==> src/rtl/hazard_pkg.sv <==
// Shared constants and the tag-pipeline entry type for the hazard scoreboard.
// Entry fields are sized for the largest supported register/latency widths.
package hazard_pkg;

  localparam int STG_E = 1;
  localparam int STG_M = 2;
  localparam int STG_W = 3;

  localparam int RDY_ALU  = 2;
  localparam int RDY_LOAD = 3;

  localparam logic USE_D = 1'b0;
  localparam logic USE_E = 1'b1;

  localparam int TAG_RW   = 8;
  localparam int TAG_LATW = 4;

  typedef struct packed {
    logic                valid;
    logic [TAG_RW-1:0]   dst;
    logic [TAG_LATW-1:0] rdy;
  } tag_t;

endpackage

==> src/rtl/hazard_fwd_sel.sv <==
// Youngest-producer priority encoder: returns the forward select for one source
// and flags a producer whose result is not ready in time for the consumer.
module hazard_fwd_sel
  import hazard_pkg::*;
#(
  parameter int NST = 3,
  parameter int FW  = 2,
  parameter int LO  = 1
) (
  input  logic [TAG_RW-1:0] reg_i,
  input  logic              use_i,
  input  logic              slack_i,
  input  tag_t [NST:1]      ent_i,
  output logic [FW-1:0]     sel_o,
  output logic              late_o
);

  int hit_k;

  always_comb begin
    hit_k = 0;
    // Scan oldest to youngest so the smallest matching stage wins.
    for (int k = NST; k >= LO; k--) begin
      if (use_i && ent_i[k].valid && ent_i[k].dst == reg_i && reg_i != '0) hit_k = k;
    end
    sel_o  = '0;
    late_o = 1'b0;
    if (hit_k != 0) begin
      if (hit_k >= int'(ent_i[hit_k].rdy)) sel_o = FW'(hit_k);
      late_o = (hit_k + int'(slack_i)) < int'(ent_i[hit_k].rdy);
    end
  end

endmodule

==> src/rtl/hazard_scoreboard.sv <==
// Parametrised hazard scoreboard: shadow tag pipeline, stall/flush and forward selects,
// plus the MDU busy countdown. Define HAZARD_STALL_STAT_EN to add stall statistics counters.
module hazard_scoreboard
  import hazard_pkg::*;
#(
  parameter int NST     = 3,
  parameter int RW      = 5,
  parameter int LATW    = 3,
  parameter int MDU_LAT = 5,
  parameter int FW      = 2
) (
  input  logic            clk,
  input  logic            reset,
  input  logic [RW-1:0]   RsD,
  input  logic [RW-1:0]   RtD,
  input  logic            UseRsD,
  input  logic            UseRtD,
  input  logic            UseStageD,
  input  logic            RegWriteD,
  input  logic [RW-1:0]   WriteRegD,
  input  logic [LATW-1:0] RdyStageD,
  input  logic            MDStartD,
  input  logic            MDUseD,
  input  logic            FlushAll,
  output logic            StallF,
  output logic            StallD,
  output logic            FlushE,
  output logic            MulFlushE,
  output logic [FW-1:0]   ForwardAD,
  output logic [FW-1:0]   ForwardBD,
  output logic [FW-1:0]   ForwardAE,
  output logic [FW-1:0]   ForwardBE,
  output logic            BusyMD
`ifdef HAZARD_STALL_STAT_EN
  ,
  output logic [31:0]     StallCnt,
  output logic [31:0]     MduStallCnt
`endif
);

  localparam int MW = $clog2(MDU_LAT + 1);

  tag_t [NST:1]  ent_q, ent_d;
  logic          md_q, md_d;
  logic [RW-1:0] rs_e_q, rs_e_d, rt_e_q, rt_e_d;
  logic          use_a_e_q, use_a_e_d, use_b_e_q, use_b_e_d;
  logic [MW-1:0] cnt_q, cnt_d;

  logic late_a, late_b, late_ae, late_be;
  logic data_stall, md_stall, stall, issue;
  logic unused_late;

  hazard_fwd_sel #(.NST(NST), .FW(FW), .LO(1)) u_sel_ad (
    .reg_i(TAG_RW'(RsD)), .use_i(UseRsD), .slack_i(UseStageD), .ent_i(ent_q),
    .sel_o(ForwardAD), .late_o(late_a));
  hazard_fwd_sel #(.NST(NST), .FW(FW), .LO(1)) u_sel_bd (
    .reg_i(TAG_RW'(RtD)), .use_i(UseRtD), .slack_i(UseStageD), .ent_i(ent_q),
    .sel_o(ForwardBD), .late_o(late_b));
  hazard_fwd_sel #(.NST(NST), .FW(FW), .LO(2)) u_sel_ae (
    .reg_i(TAG_RW'(rs_e_q)), .use_i(use_a_e_q), .slack_i(1'b0), .ent_i(ent_q),
    .sel_o(ForwardAE), .late_o(late_ae));
  hazard_fwd_sel #(.NST(NST), .FW(FW), .LO(2)) u_sel_be (
    .reg_i(TAG_RW'(rt_e_q)), .use_i(use_b_e_q), .slack_i(1'b0), .ent_i(ent_q),
    .sel_o(ForwardBE), .late_o(late_be));

  // E-side lateness cannot occur once D has stalled correctly.
  assign unused_late = late_ae | late_be;

  assign data_stall = late_a | late_b;
  assign md_stall   = MDUseD && (cnt_q != '0 || md_q);
  assign stall      = data_stall | md_stall;
  assign issue      = !stall && !FlushAll;

  assign StallF    = stall;
  assign StallD    = stall;
  assign FlushE    = stall;
  assign MulFlushE = md_stall && !data_stall;
  assign BusyMD    = cnt_q != '0;

  always_comb begin
    ent_d = ent_q;
    for (int k = NST; k >= 2; k--) ent_d[k] = ent_q[k-1];
    // Entries at stage 3 and beyond have committed and survive a squash.
    if (FlushAll) ent_d[2].valid = 1'b0;
    ent_d[1] = '0;
    if (issue) begin
      ent_d[1].valid = RegWriteD && WriteRegD != '0;
      ent_d[1].dst   = TAG_RW'(WriteRegD);
      ent_d[1].rdy   = TAG_LATW'(RdyStageD);
    end
    md_d      = issue && MDStartD;
    rs_e_d    = issue ? RsD : '0;
    rt_e_d    = issue ? RtD : '0;
    use_a_e_d = issue && UseRsD;
    use_b_e_d = issue && UseRtD;
    if (issue && MDStartD) cnt_d = MW'(MDU_LAT);
    else if (cnt_q != '0)  cnt_d = cnt_q - MW'(1);
    else                   cnt_d = '0;
  end

  always_ff @(posedge clk or posedge reset) begin
    if (reset) begin
      ent_q     <= '0;
      md_q      <= 1'b0;
      rs_e_q    <= '0;
      rt_e_q    <= '0;
      use_a_e_q <= 1'b0;
      use_b_e_q <= 1'b0;
      cnt_q     <= '0;
    end else begin
      ent_q     <= ent_d;
      md_q      <= md_d;
      rs_e_q    <= rs_e_d;
      rt_e_q    <= rt_e_d;
      use_a_e_q <= use_a_e_d;
      use_b_e_q <= use_b_e_d;
      cnt_q     <= cnt_d;
    end
  end

`ifdef HAZARD_STALL_STAT_EN
  logic [31:0] stall_cnt_q, mdu_stall_cnt_q;

  always_ff @(posedge clk or posedge reset) begin
    if (reset) begin
      stall_cnt_q     <= '0;
      mdu_stall_cnt_q <= '0;
    end else begin
      stall_cnt_q     <= stall_cnt_q + {31'b0, stall};
      mdu_stall_cnt_q <= mdu_stall_cnt_q + {31'b0, MulFlushE};
    end
  end

  assign StallCnt    = stall_cnt_q;
  assign MduStallCnt = mdu_stall_cnt_q;
`endif

endmodule

==> config.mk <==
export PLATFORM = sky130hd
export DESIGN_NAME = hazard_scoreboard
export DESIGN_NICKNAME = d
export VERILOG_FILES = /design/src/rtl/hazard_pkg.sv /design/src/rtl/hazard_fwd_sel.sv /design/src/rtl/hazard_scoreboard.sv
export SDC_FILE = /design/constraint.sdc
export NUM_CORES = 1
export LEC_CHECK = 0
export CORE_ASPECT_RATIO = 1.4
export CORE_MARGIN = 8
export CORE_UTILIZATION = 55
export DETAILED_ROUTE_END_ITERATION = 8
export PLACE_DENSITY = 0.77
export RECOVER_POWER = 25
export SETUP_SLACK_MARGIN = 0.02
export SLEW_MARGIN = 10
export SYNTH_ARGS = -nofsm -noshare
export SYNTH_HDL_FRONTEND = slang
export SYNTH_HIERARCHICAL = 1
export SYNTH_SLANG_ARGS = --single-unit
export TNS_END_PERCENT = 100
==> constraint.sdc <==
create_clock -name clk -period 5.34 [get_ports clk]
set_input_delay 1.068 -clock clk [delete_from_list [all_inputs] [get_ports clk]]
set_output_delay 1.068 -clock clk [all_outputs]
set_load 0.1 [all_outputs]
# Word-level counts from Yosys, hierarchy flattened
# Index checks and enable logic that the tools add are counted.
dict set report op_classes {
  reduce_logical 51
  n_eq_ne 10
  bitwise 2
  n_shift 0
  n_div 0
  n_addsub 3
  n_mul 0
  n_mux 38
  order_cmp 10
}
# operator n
set ops {}
lappend ops {{$reduce_bool A32 Y1} 4}
lappend ops {{$bmux W13 S2} 4}
lappend ops {{$eq A8 B5 Y1} 10}
lappend ops {{$lt A32 B5 Y1} 2}
lappend ops {{$logic_and A1 B1 Y1} 37}
lappend ops {{$mux W2} 18}
lappend ops {{$mux W4} 8}
lappend ops {{$reduce_bool A8 Y1} 4}
lappend ops {{$ge A2 B4 Y1} 4}
lappend ops {{$mux W13} 1}
lappend ops {{$lt A2 B3 Y1 const B} 4}
lappend ops {{$mux W5} 2}
lappend ops {{$add A2 B1 Y3} 2}
lappend ops {{$mux W3} 2}
lappend ops {{$reduce_bool A5 Y1} 1}
lappend ops {{$logic_not A1 Y1} 3}
lappend ops {{$mux W1} 3}
lappend ops {{$reduce_bool A3 Y1} 1}
lappend ops {{$sub A3 B1 Y3 const B} 1}
lappend ops {{$or A1 B1 Y1} 2}
lappend ops {{$logic_or A1 B1 Y1} 1}
dict set report word_totals {
  word_cells 129
  ram_bits 0
  latchBits 0
  mem_bits_ro 0
  output_inout_bits 13
  inputBits 27
  ff_bits 55
  memories 0
}

# Logic depth before layout (Yosys ltp)
dict set report depth {
  ltp_word 17
  mapped_depth 16
  ltp_nobuf 14
}

# Hierarchy
# Netlist, hierarchy kept.
# mod cells_each area_per_inst_um2 instances seq_area_each_um2
set by_module_without_submodules {}
lappend by_module_without_submodules {hazard_scoreboard 87 1378.8 1 1076.0}
lappend by_module_without_submodules {{hazard_fwd_sel (u_sel_ad ...)} 82 603.1 2 0.0}
lappend by_module_without_submodules {{hazard_fwd_sel (u_sel_ae ...)} 56 469.2 2 0.0}

# Least setup slack after synthesis
# OpenSTA, ideal clock, no wires.
dict set report synth_path {
  path_kind {input port to output port}
  from {input port RsD[1]}
  to {output port ForwardAD[0]}
  arrival_ps 5551
  slack_ps -1279
  cell_stages 9
  cell_sequence {xnor2_1 -> nand4_1 -> or3_1 -> mux2_2 -> a22o_1 -> ha_1 -> nand2b_1 -> a21oi_1 -> nor4_1}
}
dict set report synth_via {
  elab_chain_cells 12
  word_cells_on_any_way 20
}
# element line_no
set synth_rtl {}
lappend synth_rtl {{start, declared} hazard_scoreboard.sv:14} ;# input logic [RW-1:0] RsD,
lappend synth_rtl {{$eq A8 B5 Y1} hazard_fwd_sel.sv:24} ;# if (use_i && ent_i[k].valid && ent_i[k].dst == reg_i && reg_i != '0) hit_k = k;
lappend synth_rtl {{$logic_and A1 B1 Y1 (2 in series)} hazard_fwd_sel.sv:24}
lappend synth_rtl {{$mux W2 (2 in series)} hazard_fwd_sel.sv:24}
lappend synth_rtl {{$mux W2 *} hazard_fwd_sel.sv:24}
lappend synth_rtl {{$bmux W13 S2} hazard_fwd_sel.sv:29} ;# if (hit_k >= int'(ent_i[hit_k].rdy)) sel_o = FW'(hit_k);
lappend synth_rtl {{$mux W4 (implied by the code) (2 in series)} hazard_fwd_sel.sv:29}
lappend synth_rtl {{$ge A2 B4 Y1} hazard_fwd_sel.sv:29}
lappend synth_rtl {{$mux W2} hazard_fwd_sel.sv:29}
lappend synth_rtl {{$mux W2 *} hazard_fwd_sel.sv:28} ;# if (hit_k != 0) begin
lappend synth_rtl {{end, declared} hazard_scoreboard.sv:29} ;# output logic [FW-1:0] ForwardAD,
# Mark *: on every way between the ends. The rest lies on a longest branch, timed or not. The select of a mux whose other input is x is not followed.

# Final worst setup path
dict set report layout_path {
  from {input port RsD[2]}
  to {output port FlushE}
}
dict set report layout_via {
  elab_chain_cells 13
  word_cells_on_any_way 22
}
# element line_no
set layout_rtl {}
lappend layout_rtl {{$eq A8 B5 Y1} hazard_fwd_sel.sv:24}
lappend layout_rtl {{$logic_and A1 B1 Y1 (2 in series)} hazard_fwd_sel.sv:24}
lappend layout_rtl {{$mux W2 (2 in series)} hazard_fwd_sel.sv:24}
lappend layout_rtl {{$mux W2 *} hazard_fwd_sel.sv:24}
lappend layout_rtl {{$bmux W13 S2} hazard_fwd_sel.sv:30} ;# late_o = (hit_k + int'(slack_i)) < int'(ent_i[hit_k].rdy);
lappend layout_rtl {{$mux W4 (implied by the code) (2 in series)} hazard_fwd_sel.sv:30}
lappend layout_rtl {{$lt A32 B5 Y1} hazard_fwd_sel.sv:30}
lappend layout_rtl {{$mux W1 *} hazard_fwd_sel.sv:28}
lappend layout_rtl {{net late_a} hazard_scoreboard.sv:49} ;# logic late_a, late_b, late_ae, late_be;
lappend layout_rtl {{$or A1 B1 Y1 *} hazard_scoreboard.sv:69} ;# assign data_stall = late_a | late_b;
lappend layout_rtl {{$or A1 B1 Y1 *} hazard_scoreboard.sv:71} ;# assign stall = data_stall | md_stall;
lappend layout_rtl {{end, declared} hazard_scoreboard.sv:27} ;# output logic FlushE,
# Mark *: on every way through the listed nets, which the timed path passes. The rest lies on a longest branch. The select of a mux whose other input is x is not followed.

==> flow_summary.toml <==
[power_and_ir_drop]
p_per_area_nw_per_um2 = 234
power_leakage_nw = 1.91
ir_drop_mv = 0.470
switchingPower_w = 0.000419
finalPower_w = 0.00106
switching_share_pct = 39.5
clkPwrFrac_pct = 18.8
intPower_w = 0.000641
p_seq_share_pct = 41.2
pwr-share-comb_pct = 39.9

[placed_design]
gp_congestion = 0.906
placed_area_um2 = 4330
portBuffers = 39
pre_cts_ws_ps = -113
hpwl_mm = 6.61

[setup_path]
end_kind = "primary output"
rr_endpoint = "ent_q[12]"
critPathKind = "in -> out"
rr_worst_depth = 14
crit_required_ps = 4270
r2r_start = "ent_d[33]"
rrSetupSlack_ps = 1540
crit_arrival_ps = 4200
startpoint_type = "input port"
critPathMaxFanout = 4

[timing]
skew_ps = 10.0
slew_viol_final = 44
rsz0062_at_grt = "true"
min_period_ps = 5270
fin_crit_sh_pct = 98.7
setup_viol = 0
hold_viol_final = 0
max_freq_ghz = 0.190
fin_ws_ps = 69.5
tightest_slew_ps = 2280
slew-limit-headroom_pct = -51.7

[detailed_routing]
routed_wl_mm = 8.40
first_pass_iters = 4
detail-route-antenna-nets = 0
drc = 0
viasPerCell = 5.17
wl_per_cell_um = 15.1
vias = 2876
drt-initial-drc-count = 84

[clock_network]
cts.clk_slew.worst_paths_ps = 90
clock-sinks = 43
cts_root_buf = "clkbuf_8"
clockBufferDepth = 2
h-tree-depth = 2
cts_buffers = 5
cts_tree = "yes"
insertion_delay_ps = 300
hold_buffers = 0

[die]
die_x_um = 81.5
die-area_um2 = 8790
num_rows = 33
io_pins = 40
fp.dieH_um = 108
initial_core_util_pct = 56.8
core_um2 = 5820

[global_route]
grt.overflow.total = 0
grt_max_degree = 44
first_global_vias = 2922
track_usage_pct = 19.8
antenna_found_initial = 0
grt_first_pass_wirelength_mm = 13.5

[yosys]
synth.avg_cell_area_um2 = 9.82
ys_warn_count = 6
syn_area_um2 = 3310
synth_cells = 337

[hold_path]
worstHoldStart = "ent_d[15]"
min_path_type = "reg -> reg"
min_to = "ent_d[28]"
min_path_cells = 0

[status]
violations = "capacitance limit, slew limit"
status = "finished, violations left"

[final_layout]
final_area_um2 = 4530
fillers = 413
layout_common_cells = "conb_1 (82), xnor2_1 (78), dfrtp_1 (43)"
final_common_cell = "conb_1"
area_growth_pct = 37.0
drive_above_1_share_pct = 20.2
finish.utilization_pct = 77.8
num_antenna_cells = 0
nNetsFinal = 529

[flow_run]
maxCapViolCount = 1
-- worst max path at each step --
stage                   end  depth (start not counted)    from
2_1_floorplan  ForwardAD[1]                          9  RsD[1]
3_3_place_gp         FlushE                         14  RsD[1]
3_5_place_dp         FlushE                         14  RsD[1]
6_report             FlushE                         17  RsD[2]
5_1_grt           MulFlushE                         15  RtD[0]
4_1_cts           MulFlushE                         15  RtD[0]
-- power by group through the flow --
stage	logic [W]	registers [W]	clock network, W
floorplan	0.000313	0.000421	0
global placement	0.000406	0.000442	0
detailed placement	0.000413	0.000444	0
CTS	0.000415	0.000437	0.000206
global route	0.000451	0.000443	0.000217
finish	0.000423	0.000437	0.000200
-- flip-flops by register name, indices dropped and copies added (netlist names) --
name / count
cnt_q: 3
ent_d: 17
ent_q: 10
md_q: 1
rs_e_q: 5
rt_e_q: 5
use_a_e_q: 1
use_b_e_q: 1
-- area by class of cell --
type,count,area (µm²),area share [%]
Sequential cell,43,1080,23.8
Clock buffer,5,68.8,1.52
Timing Repair Buffer,66,676,14.9
Clock inverter,2,13.8,0.304
Inverter,14,57.6,1.27
Multi-Input combinational cell,356,2550,56.3
Tap cell,70,87.6,1.93
-- worst max-delay path, cell delays in order --
cell,delay [ps]
clkdlybuf4s50_1,530
buf_4,170
xnor2_1,120
nand4_1,180
buf_4,200
nor3_2,190
and3_1,210
a22oi_1,90
o21ai_1,210
inv_1,80
ha_1,290
nor2_1,50
a21oi_1,190
o21ai_2,130
nor2_2,180
nand2_4,100
buf_12,220
-- metal layers --
metal / wire (µm) / vias up / GRT usage, %
met3: 303 / 23 / 2.93
li1: - / 1402 / -
met4: 286 / 0 / 8.33
met2: 4520 / 70 / 36.2
met1: 3290 / 1381 / 21.6
met5: 0 / - / 0
-- per-stage QoR --
stage / setup TNS, ps / hold WS (ps) / std cells
6_report: 0 / 426 / 556
5_1_grt: -128 / 441 / 556
4_1_cts: -8.19 / 421 / 555
3_5_place_dp: -344 / 401 / 547
3_3_place_gp: -266 / 401 / 547
2_1_floorplan: -515 / 374 / 418
-- what timing repair did --
item / CTS / global route
pin swaps: 2 / 16
hold endpoints to repair: 0 / 0
setup buffers: 1 / 1
gates resized for setup: 4 / 27
setup endpoints to repair: 4 / 6
Note: power is estimated with default switching activity, not from simulation.
==> patch: new RTL, same settings <==
Set the parameter `RW` to 4 (it was 5).
--- a/src/rtl/hazard_scoreboard.sv
+++ b/src/rtl/hazard_scoreboard.sv
@@ -6,3 +6,3 @@
   parameter int NST     = 3,
-  parameter int RW      = 5,
+  parameter int RW      = 4,
   parameter int LATW    = 3,
Ports: changed (resized RsD, RtD and WriteRegD); port bits go from 40 to 37. The function was not compared with the original's and may differ.
==> patch against the original RTL <==
  * Power increased by 4.1%
  * Sequential cell count decreased by 5
  * Combinational power grew 10%
  * Setup slack improved by 0.024 ns
  * Design area increased by 8.2%
  * Highest routed layer unchanged
  * The flow still finishes with violations (max-capacitance violations, max-slew violations)
  * Synthesized area rose by 0.26%
  * Routed wire length is 11% higher
==> patch: results (changes against the original RTL) <==
status finished, violations left; failing checks max-capacitance violations, max-slew violations; R2R depth 16 (+2); slowest CP cell or3_1; Cells after DPL 573 (+4.8%); # diodes 0 (unchanged); clk root buf clkbuf_8; Slew Viols, Final 39 (-11%); Max-cap violations 1 (unchanged); H-tree Lvls 2 (unchanged); first-pass GRT wire length 14900 um (+10%); min-delay worst type register to register; layout cells sized above 1 27.9% (+7.8 points); vias per cell 5.16 (-0.31%); worst vdd ir 0.000400 V (-15%); Synth Warn # 6 (unchanged); largest net degree at the start of global routing 39 (-11%); number of flip-flops in the largest register 15 (-2); worst slack at placement -0.312 ns (-0.199 ns); slowest stage delay, CP 0.42 ns (-0.11 ns); GRT Util Overall 21.7% (+1.9 points); r2r setup slk 1.41 ns (-0.13 ns); Worst-path clk slew 0.07 ns (-0.02 ns); port bufs 36 (-7.7%); NetSw 441 uW (+5.2%); drt initial violations 127 (+51%); worst-path maximum fanout 4 (unchanged); via count 3058 (+6.3%); Final #Nets 562 (+6.2%); initial antenna violation count 0 (unchanged); leak pwr 0.00204 uW (+6.8%); fin crit share 98.2% (-0.46 points); worst r2r src ent_d[31]; vias in the first global route 3345 (+14%); Critical path origin RsD[3]; Num CTS Buffers 5 (unchanged); clk_lat worst skew roughly 0.29 ns; CTS max path bufs 2 (unchanged); RePlAce Congestion 0.863 (-4.7%); relative slew slack -36.4% (+15 points); Critical R2R Capture cnt_q[1]; data arrival time of the critical path 4.18 ns (-0.02 ns); WL/cell 15.8 um (+4.3%); drt pass-1 iters 4 (unchanged); clock skew 0.00724 ns (-0.00279 ns); Avg Cell Area, Syn 9.99 sq um (+1.8%); worst setup path end MulFlushE; number of fillers in the final layout 345 (-16%); HPWL after DPL 6740 um (+2.1%)
-- patch: how the worst min path moves through the flow --
stage	start	to	slack [ns]	cells after the start
CTS	ent_d[15]	ent_d[28]	0.43	0
finish	ent_d[15]	ent_d[28]	0.45	0
global route	ent_d[15]	ent_d[28]	0.46	0
floorplan	ent_d[15]	ent_d[28]	0.37	0
global placement	ent_d[14]	ent_d[27]	0.41	0
detailed placement	ent_d[14]	ent_d[27]	0.41	0
-- patch: metal layers --
| layer | GRT usage, % | wire (um) |
|---|---|---|
| met1 | 21.9 | 3390 |
| met2 | 40.6 | 5080 |
| met3 | 3.26 | 441 |
| met4 | 11.3 | 430 |
| met5 | 0 | 0 |
-- patch: what timing repair did --
item / CTS / global route
buffers inserted: 8 / 4
resized for setup: 29 / 23
setup endpoints to repair: 6 / 8
pin swaps: 19 / 12
-- patch: critical path: cells and delay by family --
family	cells	cell delay, ns
buf+inv	6	1.09
simple gates	5	0.96
compound gates	4	0.60
fa+ha+maj	1	0.29
xor+xnor	1	0.16
-- patch: layout make-up --
| class | count | share of cell area (%) |
|---|---|---|
| timing repair buffer | 86 | 16.8 |
| tap | 70 | 1.79 |
| clock buffer | 5 | 1.40 |
| multi-input combinational | 377 | 58.5 |
| inverter | 14 | 1.17 |
| clock inverter | 3 | 0.919 |
| sequential | 38 | 19.4 |
-- patch: metrics by stage --
stage	hold WS, ns	area, sq um	total power [uW]	util [%]
after floorplan	0.374	3760	722	-
after global placement	0.406	4490	830	76.6
after detailed placement	0.407	4490	839	76.6
after CTS	0.428	4760	1100	81.1
after global routing	0.457	4900	1150	83.6
final	0.452	4900	1100	83.6
-- patch: power groups by stage --
stage          clock, uW  sequential [uW]  combinational [uW]
3_5_place_dp           0              392                 447
2_1_floorplan          0              372                 349
5_1_grt              263              394                 495
6_report             247              389                 467
3_3_place_gp           0              391                 439
4_1_cts              250              387                 458
